**src/rtl/uart_pkg.sv**
```systemverilog
// Shared definitions for the buffered UART transmitter.
// Provides FSM state encoding, parity mode codes and default tick count.
package uart_pkg;

    typedef enum logic [2:0] {
        ST_IDLE   = 3'd0,
        ST_START  = 3'd1,
        ST_DATA   = 3'd2,
        ST_PARITY = 3'd3,
        ST_STOP   = 3'd4
    } state_e;

    localparam logic [1:0] PAR_NONE = 2'b00;
    localparam logic [1:0] PAR_EVEN = 2'b01;
    localparam logic [1:0] PAR_ODD  = 2'b10;

    localparam int DEF_OS_TICK = 16;

    // Mode 2'b11 is reserved and behaves as no parity.
    function automatic logic par_enabled(input logic [1:0] mode);
        logic en;
        en = 1'b0;
        unique case (mode)
            PAR_NONE: en = 1'b0;
            PAR_EVEN: en = 1'b1;
            PAR_ODD:  en = 1'b1;
            default:  en = 1'b0;
        endcase
        return en;
    endfunction

endpackage

```
**src/rtl/uart_tx_fifo.sv**
```systemverilog
// Synchronous show-ahead FIFO feeding the UART serialiser.
// Ports: clk, rst (async high), push/din, pop/dout, full, empty, count.
module uart_tx_fifo
    import uart_pkg::*;
#(
    parameter int DBITS   = 8,
    parameter int FIFO_AW = 2,
    parameter int DEPTH   = 1 << FIFO_AW
) (
    input  logic               clk,
    input  logic               rst,
    input  logic               push,
    input  logic               pop,
    input  logic [DBITS-1:0]   din,
    output logic [DBITS-1:0]   dout,
    output logic               full,
    output logic               empty,
    output logic [FIFO_AW:0]   count
);

    localparam int CW = FIFO_AW + 1;

    logic [DBITS-1:0]   mem_q [DEPTH];
    logic [FIFO_AW-1:0] wr_ptr_q, wr_ptr_d;
    logic [FIFO_AW-1:0] rd_ptr_q, rd_ptr_d;
    logic [CW-1:0]      count_q, count_d;
    logic               full_q, full_d;
    logic               empty_q, empty_d;
    logic               push_ok;
    logic               pop_ok;

    // Writes against a full FIFO are dropped, never deferred.
    assign push_ok = push && !full_q;
    assign pop_ok  = pop && !empty_q;

    always_comb begin
        wr_ptr_d = wr_ptr_q;
        rd_ptr_d = rd_ptr_q;
        count_d  = count_q;
        if (push_ok) begin
            wr_ptr_d = wr_ptr_q + FIFO_AW'(1);
        end
        if (pop_ok) begin
            rd_ptr_d = rd_ptr_q + FIFO_AW'(1);
        end
        unique case ({push_ok, pop_ok})
            2'b10:   count_d = count_q + CW'(1);
            2'b01:   count_d = count_q - CW'(1);
            default: count_d = count_q;
        endcase
        full_d  = (count_d == CW'(DEPTH));
        empty_d = (count_d == '0);
    end

    always_ff @(posedge clk or posedge rst) begin
        if (rst) begin
            wr_ptr_q <= '0;
            rd_ptr_q <= '0;
            count_q  <= '0;
            full_q   <= 1'b0;
            empty_q  <= 1'b1;
        end else begin
            wr_ptr_q <= wr_ptr_d;
            rd_ptr_q <= rd_ptr_d;
            count_q  <= count_d;
            full_q   <= full_d;
            empty_q  <= empty_d;
        end
    end

    // Storage needs no reset: pointers define what is valid.
    always_ff @(posedge clk) begin
        if (push_ok) begin
            mem_q[wr_ptr_q] <= din;
        end
    end

    assign dout  = mem_q[rd_ptr_q];
    assign full  = full_q;
    assign empty = empty_q;
    assign count = count_q;

endmodule

```
**src/rtl/uart_tx_buffered.sv**
```systemverilog
// FIFO-buffered UART transmitter paced by a 16x sample_tick strobe.
// Ports: wr_en/wr_data in, full/empty/fifo_count/overflow status,
// tx serial out, tx_busy/tx_done/state_out for debug.
module uart_tx_buffered
    import uart_pkg::*;
#(
    parameter int DBITS      = 8,
    parameter int SB_TICK    = 16,
    parameter int OS_TICK    = DEF_OS_TICK,
    parameter int FIFO_DEPTH = 4,
    parameter int FIFO_AW    = 2
) (
    input  logic             clk_100MHz,
    input  logic             reset,
    input  logic             sample_tick,
    input  logic [1:0]       parity_mode,
    input  logic             wr_en,
    input  logic [DBITS-1:0] wr_data,
    output logic             full,
    output logic             empty,
    output logic [FIFO_AW:0] fifo_count,
    output logic             overflow,
    output logic             tx,
    output logic             tx_busy,
    output logic             tx_done,
    output logic [2:0]       state_out
);

    localparam int MAXT = (OS_TICK > SB_TICK) ? OS_TICK : SB_TICK;
    localparam int TW   = $clog2(MAXT);
    localparam int BW   = $clog2(DBITS);

    state_e           state_q, state_d;
    logic [TW-1:0]    tick_q, tick_d;
    logic [BW-1:0]    bit_q, bit_d;
    logic [DBITS-1:0] shreg_q, shreg_d;
    logic             par_bit_q, par_bit_d;
    logic             par_en_q, par_en_d;
    logic             tx_q, tx_d;
    logic             busy_q, busy_d;
    logic             done_q, done_d;
    logic             ovf_q;

    logic             fifo_pop;
    logic [DBITS-1:0] fifo_dout;
    logic             fifo_full;
    logic             fifo_empty;
    logic             os_last;
    logic             sb_last;

    uart_tx_fifo #(
        .DBITS   (DBITS),
        .FIFO_AW (FIFO_AW),
        .DEPTH   (FIFO_DEPTH)
    ) u_fifo (
        .clk   (clk_100MHz),
        .rst   (reset),
        .push  (wr_en),
        .pop   (fifo_pop),
        .din   (wr_data),
        .dout  (fifo_dout),
        .full  (fifo_full),
        .empty (fifo_empty),
        .count (fifo_count)
    );

    assign os_last = (tick_q == TW'(OS_TICK - 1));
    assign sb_last = (tick_q == TW'(SB_TICK - 1));

    always_comb begin
        state_d   = state_q;
        tick_d    = tick_q;
        bit_d     = bit_q;
        shreg_d   = shreg_q;
        par_bit_d = par_bit_q;
        par_en_d  = par_en_q;
        done_d    = 1'b0;
        fifo_pop  = 1'b0;

        unique case (state_q)
            ST_IDLE: begin
                // Start immediately; sample_tick is not awaited here.
                if (!fifo_empty) begin
                    fifo_pop  = 1'b1;
                    shreg_d   = fifo_dout;
                    par_en_d  = par_enabled(parity_mode);
                    par_bit_d = (^fifo_dout) ^ (parity_mode == PAR_ODD);
                    tick_d    = '0;
                    state_d   = ST_START;
                end
            end
            ST_START: begin
                if (sample_tick) begin
                    if (os_last) begin
                        tick_d  = '0;
                        bit_d   = '0;
                        state_d = ST_DATA;
                    end else begin
                        tick_d = tick_q + TW'(1);
                    end
                end
            end
            ST_DATA: begin
                if (sample_tick) begin
                    if (os_last) begin
                        tick_d  = '0;
                        shreg_d = shreg_q >> 1;
                        if (bit_q == BW'(DBITS - 1)) begin
                            state_d = par_en_q ? ST_PARITY : ST_STOP;
                        end else begin
                            bit_d = bit_q + BW'(1);
                        end
                    end else begin
                        tick_d = tick_q + TW'(1);
                    end
                end
            end
            ST_PARITY: begin
                if (sample_tick) begin
                    if (os_last) begin
                        tick_d  = '0;
                        state_d = ST_STOP;
                    end else begin
                        tick_d = tick_q + TW'(1);
                    end
                end
            end
            ST_STOP: begin
                if (sample_tick) begin
                    if (sb_last) begin
                        tick_d  = '0;
                        done_d  = 1'b1;
                        state_d = ST_IDLE;
                    end else begin
                        tick_d = tick_q + TW'(1);
                    end
                end
            end
            default: begin
                state_d = ST_IDLE;
            end
        endcase

        // Line level is registered from the next state to keep tx glitch-free.
        unique case (state_d)
            ST_IDLE:   tx_d = 1'b1;
            ST_START:  tx_d = 1'b0;
            ST_DATA:   tx_d = shreg_d[0];
            ST_PARITY: tx_d = par_bit_d;
            ST_STOP:   tx_d = 1'b1;
            default:   tx_d = 1'b1;
        endcase
        busy_d = (state_d != ST_IDLE);
    end

    always_ff @(posedge clk_100MHz or posedge reset) begin
        if (reset) begin
            state_q   <= ST_IDLE;
            tick_q    <= '0;
            bit_q     <= '0;
            shreg_q   <= '0;
            par_bit_q <= 1'b0;
            par_en_q  <= 1'b0;
            tx_q      <= 1'b1;
            busy_q    <= 1'b0;
            done_q    <= 1'b0;
            ovf_q     <= 1'b0;
        end else begin
            state_q   <= state_d;
            tick_q    <= tick_d;
            bit_q     <= bit_d;
            shreg_q   <= shreg_d;
            par_bit_q <= par_bit_d;
            par_en_q  <= par_en_d;
            tx_q      <= tx_d;
            busy_q    <= busy_d;
            done_q    <= done_d;
            ovf_q     <= wr_en && fifo_full;
        end
    end

    assign full      = fifo_full;
    assign empty     = fifo_empty;
    assign overflow  = ovf_q;
    assign tx        = tx_q;
    assign tx_busy   = busy_q;
    assign tx_done   = done_q;
    assign state_out = state_q;

endmodule
```
**config.mk**
```make
export PLATFORM = sky130hd
export DESIGN_NAME = uart_tx_buffered
export DESIGN_NICKNAME = d
export VERILOG_FILES = /design/src/rtl/uart_pkg.sv /design/src/rtl/uart_tx_fifo.sv /design/src/rtl/uart_tx_buffered.sv
export SDC_FILE = /design/constraint.sdc
export NUM_CORES = 1
export LEC_CHECK = 0
export ABC_AREA = 1
export BUFFER_PORTS_ARGS = -buffer_cell sky130_fd_sc_hd__buf_2
export CAP_MARGIN = 20
export CORE_MARGIN = 10
export CORE_UTILIZATION = 48
export CTS_CLUSTER_DIAMETER = 150
export CTS_CLUSTER_SIZE = 12
export DETAILED_ROUTE_END_ITERATION = 8
export PLACE_DENSITY = 0.66
export SLEW_MARGIN = 5
export SYNTH_ARGS = -nofsm -noshare
export SYNTH_HDL_FRONTEND = slang
export SYNTH_HIERARCHICAL = 1
export SYNTH_SLANG_ARGS = --single-unit
```
**constraint.sdc**
```tcl
create_clock -name clk_100MHz -period 3.2 [get_ports clk_100MHz]
set_input_delay 0.96 -clock clk_100MHz [delete_from_list [all_inputs] [get_ports clk_100MHz]]
set_output_delay 0.96 -clock clk_100MHz [all_outputs]
set_load 0.03 [all_outputs]
```
Yosys cells after proc, flatten, opt, wreduce, memory -nomap -nowiden
Memory sizes are Yosys's and may differ from the RTL's.
Cells that the tools add are included.

operators by class
  mux-type cells = 38
  add/sub/neg operators = 6
  eq/ne operators = 21
  reduce and logical (&&, ||, !) cells = 18
  bitwise logic cells = 2

operators with widths
  cell                                                  count
  two-way mux 3 bit                                     16
  two-way mux 8 bit                                     3
  case mux 8 bit (2 select lines)                       1
  case mux 3 bit (5 select lines)                       1
  equality test 3 x 2 -> 1 bit (second input constant)  4
  two-way mux 4 bit                                     3
  inequality test 2 bit (second input constant)         6
  case mux 3 bit (2 select lines)                       2
  two-way mux 1 bit                                     10
  equality test 3 bit (second input constant)           3
  case mux 4 bit (2 select lines)                       1
  XOR reduction 8 bit                                   1
  adder 3 x 1 -> 3 bit (second input constant)          2
  equality test 3 x 1 -> 1 bit (second input constant)  2
  zero test 3 bit                                       2
  AND reduction 6 bit                                   1
  nonzero test 2 bit                                    3
  adder 2 x 1 -> 2 bit (second input constant)          2
  adder 4 x 1 -> 4 bit (second input constant)          1
  equality test 2 x 1 -> 1 bit (second input constant)  2
  equality test 2 bit (second input constant)           2
  equality test 4 bit (second input constant)           1
  AND reduction 4 bit                                   1
  OR reduction 4 bit                                    1
  other kinds (11)                                      14

word-level totals
  input port bits = 14
  logic and storage cells = 102
  output and inout port bits = 12
  flip-flop bits (word level) = 33
  memories = 1
  memory bits (writable) = 32

memory list
  name          depth  width  rd ports  clocked after memory_dff  wr ports  line                source
  u_fifo.mem_q  4      8      1         0                         1         uart_tx_fifo.sv:23  logic [DBITS-1:0] mem_q [DEPTH];

Depth between registers and ports, before layout
Gate-level depths: netlist (run 1).

  depth after elaboration = 7
  depth in mapped cells = 17
  depth with buffers taken out = 15

Hierarchy
The synthesis (run 1) kept the hierarchy.

by module, submodules not included
  module            area each (um^2)  times used  cells each  sequential area each (um^2)
  uart_tx_fifo      1,779.2           1           134         1,187.4
  uart_tx_buffered  1,350.0           1           159         601.8

Worst setup path before layout (run 1)
Ideal clock, no wire load.

  path kind = reg-to-reg
  start point = register state_q[2] (netlist: state_out[2])
  end point = register u_fifo.full_q (netlist: u_fifo/full)
  cell stages (with the launch flop) = 14
  library setup time = 0.077 ns
  path slack = 0.746 ns
  data required time = 3.123 ns
  path buffers = 1
  period minus slack after synthesis = 2.454 ns
  data arrival time = 2.376 ns
  cells stage by stage = dfrtp_1 nor2_1 nand3b_2 inv_2 buf_2 inv_1 nor2_1 ha_1 inv_1 fa_1 nand2_1 o21ai_1 nand3_1 a21oi_1

on the way
  word-level cells in the longest chain between the ends = 6
  elaborated cells between the ends (all ways) = 7
  classes of those cells = 3 x eq/ne; 2 x mux; 2 x reduce/logical

ends and longest elaborated chain
  what                                                                        line                     source
  start: declaration                                                          uart_tx_buffered.sv:33   state_e state_q, state_d;
  start signal: assignment                                                    uart_tx_buffered.sv:169  state_q <= state_d;
  zero test 3 bit *                                                           uart_tx_buffered.sv:80   unique case (state_q)
  two-way mux 1 bit *                                                         uart_tx_buffered.sv:80
  via fifo_pop                                                                uart_tx_buffered.sv:44   logic fifo_pop;
  logical AND 1 bit *                                                         uart_tx_fifo.sv:34       assign pop_ok = pop && !empty_q;
  equality test 2 x 1 -> 1 bit / equality test 2 bit (equally long branches)  uart_tx_fifo.sv:46       unique case ({push_ok, pop_ok})
  case mux 3 bit (2 select lines) *                                           uart_tx_fifo.sv:46
  equality test 3 bit *                                                       uart_tx_fifo.sv:51       full_d = (count_d == CW'(DEPTH));
  via u_fifo.full_d                                                           uart_tx_fifo.sv:27       logic full_q, full_d;
  end signal: assignment                                                      uart_tx_fifo.sv:66       full_q <= full_d;
  end: declaration                                                            uart_tx_fifo.sv:27

Mark *: on every way through the listed nets, which the timed path passes. The rest lies on a longest branch.
A chain may end at the register's enable or synchronous reset.

Worst setup path after layout (run 1)
  start point = register state_q[2] (netlist: state_out[2])
  end point = register u_fifo.empty_q (netlist: u_fifo/empty)

on the way
  word-level cells in the longest chain between the ends = 6
  elaborated cells between the ends (all ways) = 7
  classes of those cells = 2 x eq/ne; 2 x mux; 3 x reduce/logical

ends and longest elaborated chain
  what                                                                        line                    source
  zero test 3 bit *                                                           uart_tx_buffered.sv:80
  two-way mux 1 bit *                                                         uart_tx_buffered.sv:80
  logical AND 1 bit *                                                         uart_tx_fifo.sv:34
  equality test 2 x 1 -> 1 bit / equality test 2 bit (equally long branches)  uart_tx_fifo.sv:46
  case mux 3 bit (2 select lines) *                                           uart_tx_fifo.sv:46
  zero test 3 bit *                                                           uart_tx_fifo.sv:52      empty_d = (count_d == '0);
  via u_fifo.empty_d                                                          uart_tx_fifo.sv:28      logic empty_q, empty_d;
  end signal: assignment                                                      uart_tx_fifo.sv:67      empty_q <= empty_d;
  end: declaration                                                            uart_tx_fifo.sv:28

Marks and branches as above.

==> results.toml, run 1 <==
[global_routing]
antenna_found_initial = 0
grt_max_degree = 25
grt_first_pass_wirelength_um = 9535
grt_usage = 0.1185
grt_pass1_vias = 2056
overflow = 0

[yosys]
avgSynthCellArea_um2 = 10.68
synth_xor_area_frac = 0.02519
muxShareOfSynthArea = 0
ys_types = 38
synth.most_common_cell = "nand2_1"
seq_area_frac_synth = 0.5718
synth_nets = 317
synth_top_family_by_area = "simple AND/OR/NAND/NOR gates"
synth_seq_cells = 65
synth-edff-count = 32
ys_top_cells_by_count = "50 x nand2_1, 36 x inv_1, 32 x edfxtp_1"
synth_top_area_frac = 0.3071
ys.flop_type = "edfxtp_1"
syn-cell-area_um2 = 3129
yosys_warnings = 6
synth_compound_area_frac = 0.1084
ys_top_cells_by_area = "edfxtp_1 31%, dfrtp_1 25%, nand2_1 6.0%"
synth_area_leader_cell = "edfxtp_1"
async_flop_share = 0.5077
yosys.area_share.simple = 0.1831
syn_inst = 293
synthAdderAreaFrac = 0.04238

[finish]
diodes = 0
area_growth_pct = 12.28
layout-drive-gt1-share = 0.2538
multi_input_area_um2 = 1124
regArea_um2 = 1789
n_fill_cell = 566
fin_nets = 350
final_util = 0.5533

[sta]
worst_slew_margin_rel = 0.3929
fin_skew_ns = 0.006268
tns_ns = 0
worstMarginPinSlew_ns = 0.9097
max_freq_mhz = 395.4
period_share = 0.7904
setup_violations = 0
slew_violations = 0
hold_viol_final = 0
rsz0062_at_grt = "no"
min_period_ns = 2.529

[cts]
hold_buffers = 0
insertion_delay_ns = 0.35
clk_pin_slew_ns = 0.08
clk_path_buf_depth = 2
cts.repair.resized = 0
root_buffer = "clkbuf_8"
cts_made_buffers = 9
cts.sinks = 65
cts_htree_levels = 3
cts_setup_buffers = 0
tritoncts = "done"

[hold_path]
min_path_type = "flop to flop"

[routing]
via_per_inst = 5.125
dr_wl_met2_um = 2902
drt-wirelength-per-cell_um = 13.82
drtAntennaViolNets = 0
first_pass_iters = 4
wl_met1_um = 2431
vias = 2091
highest_layer = "met4"
drc = 0
wl_met3_um = 240
drt_iter0_markers = 92
drt-total-wl_um = 5637

[place]
io_buffers = 25
dp_hpwl_um = 4009
place.gp.congestion = 0.8385

[critical_path]
crit_path_top_delay_cell = "fa_1"
cp_cell_sequence = "nor2_1 > nand3b_2 > inv_2 > inv_1 > nor2_1 > ha_1 > inv_1 > fa_1 > nand2_1 > o21ai_1 > nand3_1 > nor2_1"
crit_top_cell = "nor2_1"
cp-end-kind = "flop"
slowest_delay_ns = 0.50
path_delay_family = "simple AND/OR/NAND/NOR gates"
required_ns = 3.49
crit_buf_inv = 3
worstPathArrival_ns = 2.82
critPathKind = "flop to flop"
start_kind = "flop"
crit_path_max_fanout = 12

[power]
swShare = 0.4119
p_switching_mw = 1.396
peakVddDrop_v = 0.0004204
p_clk_frac = 0.212
comb_power_share = 0.401
intPower_mw = 1.994
power_frac_seq = 0.386
p_leak_nw = 1.600
powerDensity_nw_per_um2 = 964.9

[floorplanning]
ioPinCount = 26
core_area_um2 = 6350
dieArea_um2 = 10150
start_util = 0.4928
rows = 29
dieWidth_um = 100.7
die_h_um = 100.7

[flow_run]
drv_cap = 0

[status]
status = "completed"
flip-flops by register name, summed over array words and instances, names as in the netlist, 2 cells and up:
register	count
u_fifo/mem_q	32
bit_q	3
state_out	3
shreg_q	8
u_fifo/wr_ptr_q	2
tick_q	4
u_fifo/rd_ptr_q	2
u_fifo/count	3
routing by layer:
metal  global-route usage  up-vias
met5                    0        -
met4              0.05109        0
met3              0.03704        7
met2               0.1882       41
met1               0.1446      994
li1                     -     1049
kinds of logic (layout without fill, tap and decap cells):
group | after synthesis | after routing
and+or+nand+nor | 115 | 115
DFF | 65 | 65
AOI/OAI and AO/OA | 47 | 47
buffers and inverters | 47 | 85
adders and majority gates | 10 | 10
xor gates and xnor gates | 9 | 9
worst reg2reg max path, stage by stage (launching register included):
cell,delay (ns)
dfrtp_1,0.42
nor2_1,0.18
nand3b_2,0.16
inv_2,0.21
inv_1,0.07
nor2_1,0.25
ha_1,0.22
inv_1,0.07
fa_1,0.50
nand2_1,0.05
o21ai_1,0.09
nand3_1,0.12
nor2_1,0.14
metrics by stage:
stage | instance area [µm²] | worst slack [ns] | hold slack [ns] | total power, mW | std cells
floorplan | 3129 | 0.7463 | 0.4448 | 2.440 | 293
detailed placement | 3311 | 0.6469 | 0.4703 | 2.712 | 392
CTS | 3513 | 0.6478 | 0.4869 | 3.436 | 408
global placement | 3311 | 0.7800 | 0.4677 | 2.668 | 392
finish | 3513 | 0.6707 | 0.4827 | 3.390 | 408
global route | 3513 | 0.3391 | 0.5167 | 3.675 | 408
power groups by stage:
| stage | Sequential [mW] | Combinational [mW] | Clock (mW) |
|---|---|---|---|
| 2_1_floorplan | 1.34 | 1.10 | 0 |
| 3_3_place_gp | 1.32 | 1.35 | 0 |
| 3_5_place_dp | 1.33 | 1.38 | 0 |
| 4_1_cts | 1.31 | 1.39 | 0.737 |
| 5_1_grt | 1.35 | 1.56 | 0.772 |
| 6_report | 1.31 | 1.36 | 0.720 |
cell usage in the layout, fill, tap and decap left out, drive strengths merged, types with 2 or more instances in the layout:
cell and instances:
or2 3, nand3 18, buf 26, a22oi 6
nand4 4, dfstp 2, o21ai 25, nand2 54
xnor2 3, nand3b 2, clkinv 4, xor2 6
a21oi 3, clkbuf 9, ha 9, dfrtp 31
nor2 34, a22o 2, o22ai 8, inv 45
edfxtp 32
area by class of cell:
| class | count | area share |
|---|---|---|
| Clock buffer | 9 | 0.03526 |
| Clock inverter | 7 | 0.02244 |
| Inverter | 43 | 0.04808 |
| Multi-Input combinational cell | 181 | 0.3198 |
| Sequential cell | 65 | 0.5093 |
| Tap cell | 77 | 0.02742 |
| Timing Repair Buffer | 26 | 0.03775 |
path summary, 6_finish.rpt:
check | slack (ns) | startpoint | cells after the start | end
min in group asynchronous | 0.56 | reset | 2 | u_fifo/count[1]
worst min-delay path | 0.48 | bit_q[0] | 1 | bit_q[0]
max in group asynchronous | 1.84 | reset | 2 | shreg_q[1]
worst max-delay path | 0.67 | state_out[2] | 12 | u_fifo/empty
worst min register to register | 0.48 | bit_q[0] | 1 | bit_q[0]
worst max register to register | 0.67 | state_out[2] | 12 | u_fifo/empty
Power figures use the tool's default switching activity.
==> inputs of run 2 (changes only) <==
PLACE_DENSITY = 0.69   (was 0.66)
clock period = 2.1 ns   (was 3.2 ns; I/O delays follow)
==> results.toml, run 2 (synthesis results as in run 1) <==
[status]
status = "completed"

[routing]
drc = 0
drtAntennaViolNets = 0
drt-wirelength-per-cell_um = 13.16
vias = 2112
first_pass_iters = 4
drt_iter0_markers = 81
drt-total-wl_um = 5526
via_per_inst = 5.029

[critical_path]
path_delay_family = "adder cells"
worstPathArrival_ns = 2.31
rrSetupSlack_ns = 0.06
critPathKind = "flop to flop"
cp-end-kind = "flop"
reg2reg_to = "u_fifo/full"
cp_cell_sequence = "nor2_4 > nand3b_4 > inv_2 > inv_4 > nor2_4 > ha_4 > inv_2 > fa_1 > nand2_1 > o21ai_2 > nand3_2 > a21oi_2"
crit_path_top_delay_cell = "fa_1"
r2r-start = "state_out[2]"
start_kind = "flop"
rr_worst_depth = 12
slowest_delay_ns = 0.47
crit_buf_inv = 3
required_ns = 2.37
crit_path_max_fanout = 4

[place]
io_buffers = 25
place.gp.congestion = 0.8343
dp_hpwl_um = 3883
dpl_cell_area_um2 = 3428

[floorplanning]
dieWidth_um = 100.7
start_util = 0.4928
dieArea_um2 = 10150
die_h_um = 100.7
ioPinCount = 26
core_area_um2 = 6350
rows = 29

[finish]
largest_reg_flops = 32
diodes = 0
top_regs = "u_fifo/mem_q: 32 flops, shreg_q: 8 flops, tick_q: 4 flops"
regMostFlops = "u_fifo/mem_q"
layout-drive-gt1-share = 0.3149
multi_input_area_um2 = 1175
final_cell_mix = "49 x nand2_1, 33 x inv_1, 32 x edfxtp_1"
regArea_um2 = 1793
area_growth_pct = 16.95
stdcell_area_um2 = 3660
n_fill_cell = 524
final_common_cell = "nand2_1"
fin_nets = 362

[cts]
hold_buffers = 0
insertion_delay_ns = 0.34
cts.sinks = 65
cts_made_buffers = 9
tritoncts = "done"
cts_htree_levels = 3
clk_pin_slew_ns = 0.07
clk_path_buf_depth = 2
root_buffer = "clkbuf_8"

[global_routing]
met2_usage = 0.1843
grt-busiest-layer = "met2"
grtUsageMet3 = 0.02881
grt_use_met1 = 0.1383
grt_usage = 0.1153
grt_first_pass_wirelength_um = 9294
grt_max_degree = 25
antenna_found_initial = 0
overflow = 0
grt_pass1_vias = 2061

[power]
total_power_mw = 5.342
powerDensity_nw_per_um2 = 1460
p_leak_nw = 1.660
peakVddDrop_v = 0.0007400

[sta]
fin_skew_ns = 0.01099
hold_viol_final = 0
setup_violations = 0
min_period_ns = 2.039
max_freq_mhz = 490.5
worstMarginPinSlew_ns = 0.3997
worst_slew_margin_rel = 0.7301
period_share = 0.9709
slew_violations = 0

[hold_path]
min_path_type = "input pin to asynchronous set/reset pin"

[flow_run]
drv_cap = 0
## run 2: report_power, final
part | switching (mW) | internal [mW] | leakage [nW]
clock network | 0.515 | 0.560 | 0.102
logic | 1.48 | 0.867 | 0.864
registers | 0.191 | 1.73 | 0.694
## run 2: layout make-up
cell class | count | area share
clock buffer | 9 | 0.03385
multi-input combinational | 181 | 0.3210
sequential | 65 | 0.4899
inverter | 43 | 0.04684
tap | 77 | 0.02632
timing repair buffer | 38 | 0.06085
clock inverter | 7 | 0.02120
## run 2: worst max-delay path by stage
stage | start | end | slack [ns] | cells after the start
2_1_floorplan | state_out[0] | u_fifo/full | -0.06 | 13
3_3_place_gp | state_out[0] | u_fifo/full | 0.09 | 12
3_5_place_dp | state_out[0] | u_fifo/full | 0.03 | 12
4_1_cts | state_out[0] | u_fifo/full | 0.006 | 12
5_1_grt | state_out[2] | u_fifo/full | -0.03 | 12
6_report | state_out[2] | u_fifo/full | 0.06 | 12
## run 2: through the flow
stage / TNS [ns] / setup slack [ns] / hold WS [ns] / cells / utilization
3_5_place_dp: 0 / 0.03342 / 0.4709 / 402 / 0.5399
6_report: 0 / 0.06108 / 0.2428 / 420 / 0.5764
5_1_grt: -0.05210 / -0.03028 / 0.2655 / 420 / 0.5764
2_1_floorplan: -0.08523 / -0.05763 / 0.4448 / 293 / -
4_1_cts: 0 / 0.006153 / 0.2446 / 418 / 0.5716
3_3_place_gp: 0 / 0.09179 / 0.4653 / 402 / 0.5399
## run 2: what timing repair did
action | 4_1_cts | 5_1_grt
setup buffers | 0 | 2
gates resized for setup | 0 | 4
endpoints found under the setup margin | 0 | 3
## run 2: worst register-to-register path: stages (launching register included)
cell and delay (ns):
dfrtp_2 0.44, nor2_4 0.15, nand3b_4 0.09, inv_2 0.08, inv_4 0.03, nor2_4 0.12
ha_4 0.15, inv_2 0.04, fa_1 0.47, nand2_1 0.06, o21ai_2 0.09, nand3_2 0.12
a21oi_2 0.12
## run 2: metal layers
metal,vias to the layer above,routed length [µm]
met1,1010,2495
met2,23,2739
met4,0,90
met3,9,200
met5,-,0
li1,1070,-
==> inputs of run 3 (changes only) <==
CELL_PAD_IN_SITES_DETAIL_PLACEMENT = 1   (was not set)
CELL_PAD_IN_SITES_GLOBAL_PLACEMENT = 1   (was not set)
CORE_UTILIZATION = 42   (was 48)
PLACE_DENSITY = not set   (was 0.69)
PLACE_DENSITY_LB_ADDON = 0.1   (was not set)
==> results.toml, run 3 (synthesis results as in run 1) <==
[status]
status = "completed"

[cts]
root_buffer = "clkbuf_8"
cts_made_buffers = 9
clk_pin_slew_ns = 0.08
tritoncts = "done"
cts.sinks = 65
cts_htree_levels = 3
insertion_delay_ns = 0.34
clk_path_buf_depth = 2

[finish]
area_growth_pct = 19.43
fin_nets = 365
layout-drive-gt1-share = 0.3353
final_common_cell = "nand2_1"
final_util = 0.5153
final_cell_mix = "47 x nand2_1, 32 x inv_1, 32 x edfxtp_1"
diodes = 0
n_fill_cell = 840
regMostFlops = "u_fifo/mem_q"
stdcell_area_um2 = 3737
largest_reg_flops = 32
top_regs = "u_fifo/mem_q: 32 flops, shreg_q: 8 flops, tick_q: 4 flops"

[floorplanning]
rows = 31
ioPinCount = 26
dieWidth_um = 106.3
die_h_um = 106.3
start_util = 0.4314
core_area_um2 = 7253
dieArea_um2 = 11300

[power]
powerDensity_nw_per_um2 = 1482
peakVddDrop_v = 0.0006418
p_leak_nw = 1.681

[global_routing]
grt_first_pass_wirelength_um = 11360
grt_pass1_vias = 2375
antenna_found_initial = 0
grt_max_degree = 24
grt_usage = 0.1253
overflow = 0

[critical_path]
crit_path_max_fanout = 3
required_ns = 2.38
worstPathArrival_ns = 2.31
cp-end-kind = "flop"
critPathKind = "flop to flop"
start_kind = "flop"

[place]
place.gp.congestion = 0.7648
dp_hpwl_um = 4843
io_buffers = 25
dpl_cell_area_um2 = 3476

[routing]
via_per_inst = 4.858
first_pass_iters = 4
drt-total-wl_um = 6704
vias = 2162
drt_iter0_markers = 50
drc = 0
drt-wirelength-per-cell_um = 15.07
drtAntennaViolNets = 0

[sta]
worstMarginPinSlew_ns = 0.4718
slew_violations = 0
min_period_ns = 2.033
max_freq_mhz = 492.0
rsz0062_at_grt = "yes"
setup_violations = 0
fin_skew_ns = 0.009076
hold_viol_final = 0
period_share = 0.9679
worst_slew_margin_rel = 0.6813
holdWs_ns = 0.1224

[flow_run]
drv_cap = 0

[hold_path]
min_path_type = "input pin to asynchronous set/reset pin"
-- run 3: layout make-up --
cell class | count | area (µm²) | share of cell area
clock buffers | 9 | 123.9 | 0.03314
clock inverters | 7 | 82.58 | 0.02210
repair buffers | 41 | 257.7 | 0.06897
multi-input cells | 181 | 1182 | 0.3164
flip-flops and latches | 65 | 1793 | 0.4797
well taps | 99 | 123.9 | 0.03314
inverters | 43 | 173.9 | 0.04654
-- run 3: worst paths after layout --
path	startpoint	endpoint	slack (ns)	cells after the start
max in group asynchronous	reset	tx	1.44	3
setup / recovery	state_out[2]	u_fifo/full	0.07	12
hold / removal	reset	overflow	0.12	2
min in group clk_100MHz	bit_q[0]	bit_q[0]	0.49	1
hold reg to reg	bit_q[0]	bit_q[0]	0.49	1
setup reg to reg	state_out[2]	u_fifo/full	0.07	12
-- run 3: worst max-delay path, stage by stage (launching register included) --
cell and delay (ns):
dfrtp_2 0.43, nor2_4 0.14, nand3b_4 0.10, inv_4 0.07, inv_4 0.03, nor2_4 0.14
ha_4 0.16, inv_2 0.04, fa_2 0.52, nand2_2 0.05, o21ai_2 0.07, nand3_2 0.10
a21oi_2 0.10
-- run 3: per-stage QoR --
stage	std cells	total power, mW	setup TNS, ns	worst slack [ns]
6_report	445	5.540	0	0.06741
5_1_grt	445	6.029	-0.1099	-0.06364
4_1_cts	443	5.542	0	0.01563
3_5_place_dp	425	4.371	-0.01501	-0.01501
3_3_place_gp	425	4.296	0	0.09378
2_1_floorplan	293	3.793	-0.08523	-0.05763
-- run 3: repair_timing --
item                       4_1_cts  5_1_grt
cloned                           0        0
gates resized for setup          0        9
setup endpoints to repair        1        2
pin swaps                        1        6
buffers inserted                 2        2
hold buffers                     0        0
-- run 3: metal layers --
layer  vias up  part of all wire  wire length (µm)  global-route usage
met5         -                 0                 0                   0
met4         0            0.0094                63             0.05222
met3         6             0.026               175             0.02778
met2        24              0.53              3520              0.2111
met1      1062              0.44              2945              0.1513
li1       1070                 -                 -                   -
-- run 3: power breakdown --
group          leakage (nW)  total [mW]  internal [mW]  switching [mW]
clock                 0.106        1.13          0.571           0.556
combinational         0.881        2.48          0.932            1.55
sequential            0.694        1.93           1.73           0.196
total                  1.68        5.54           3.24            2.30
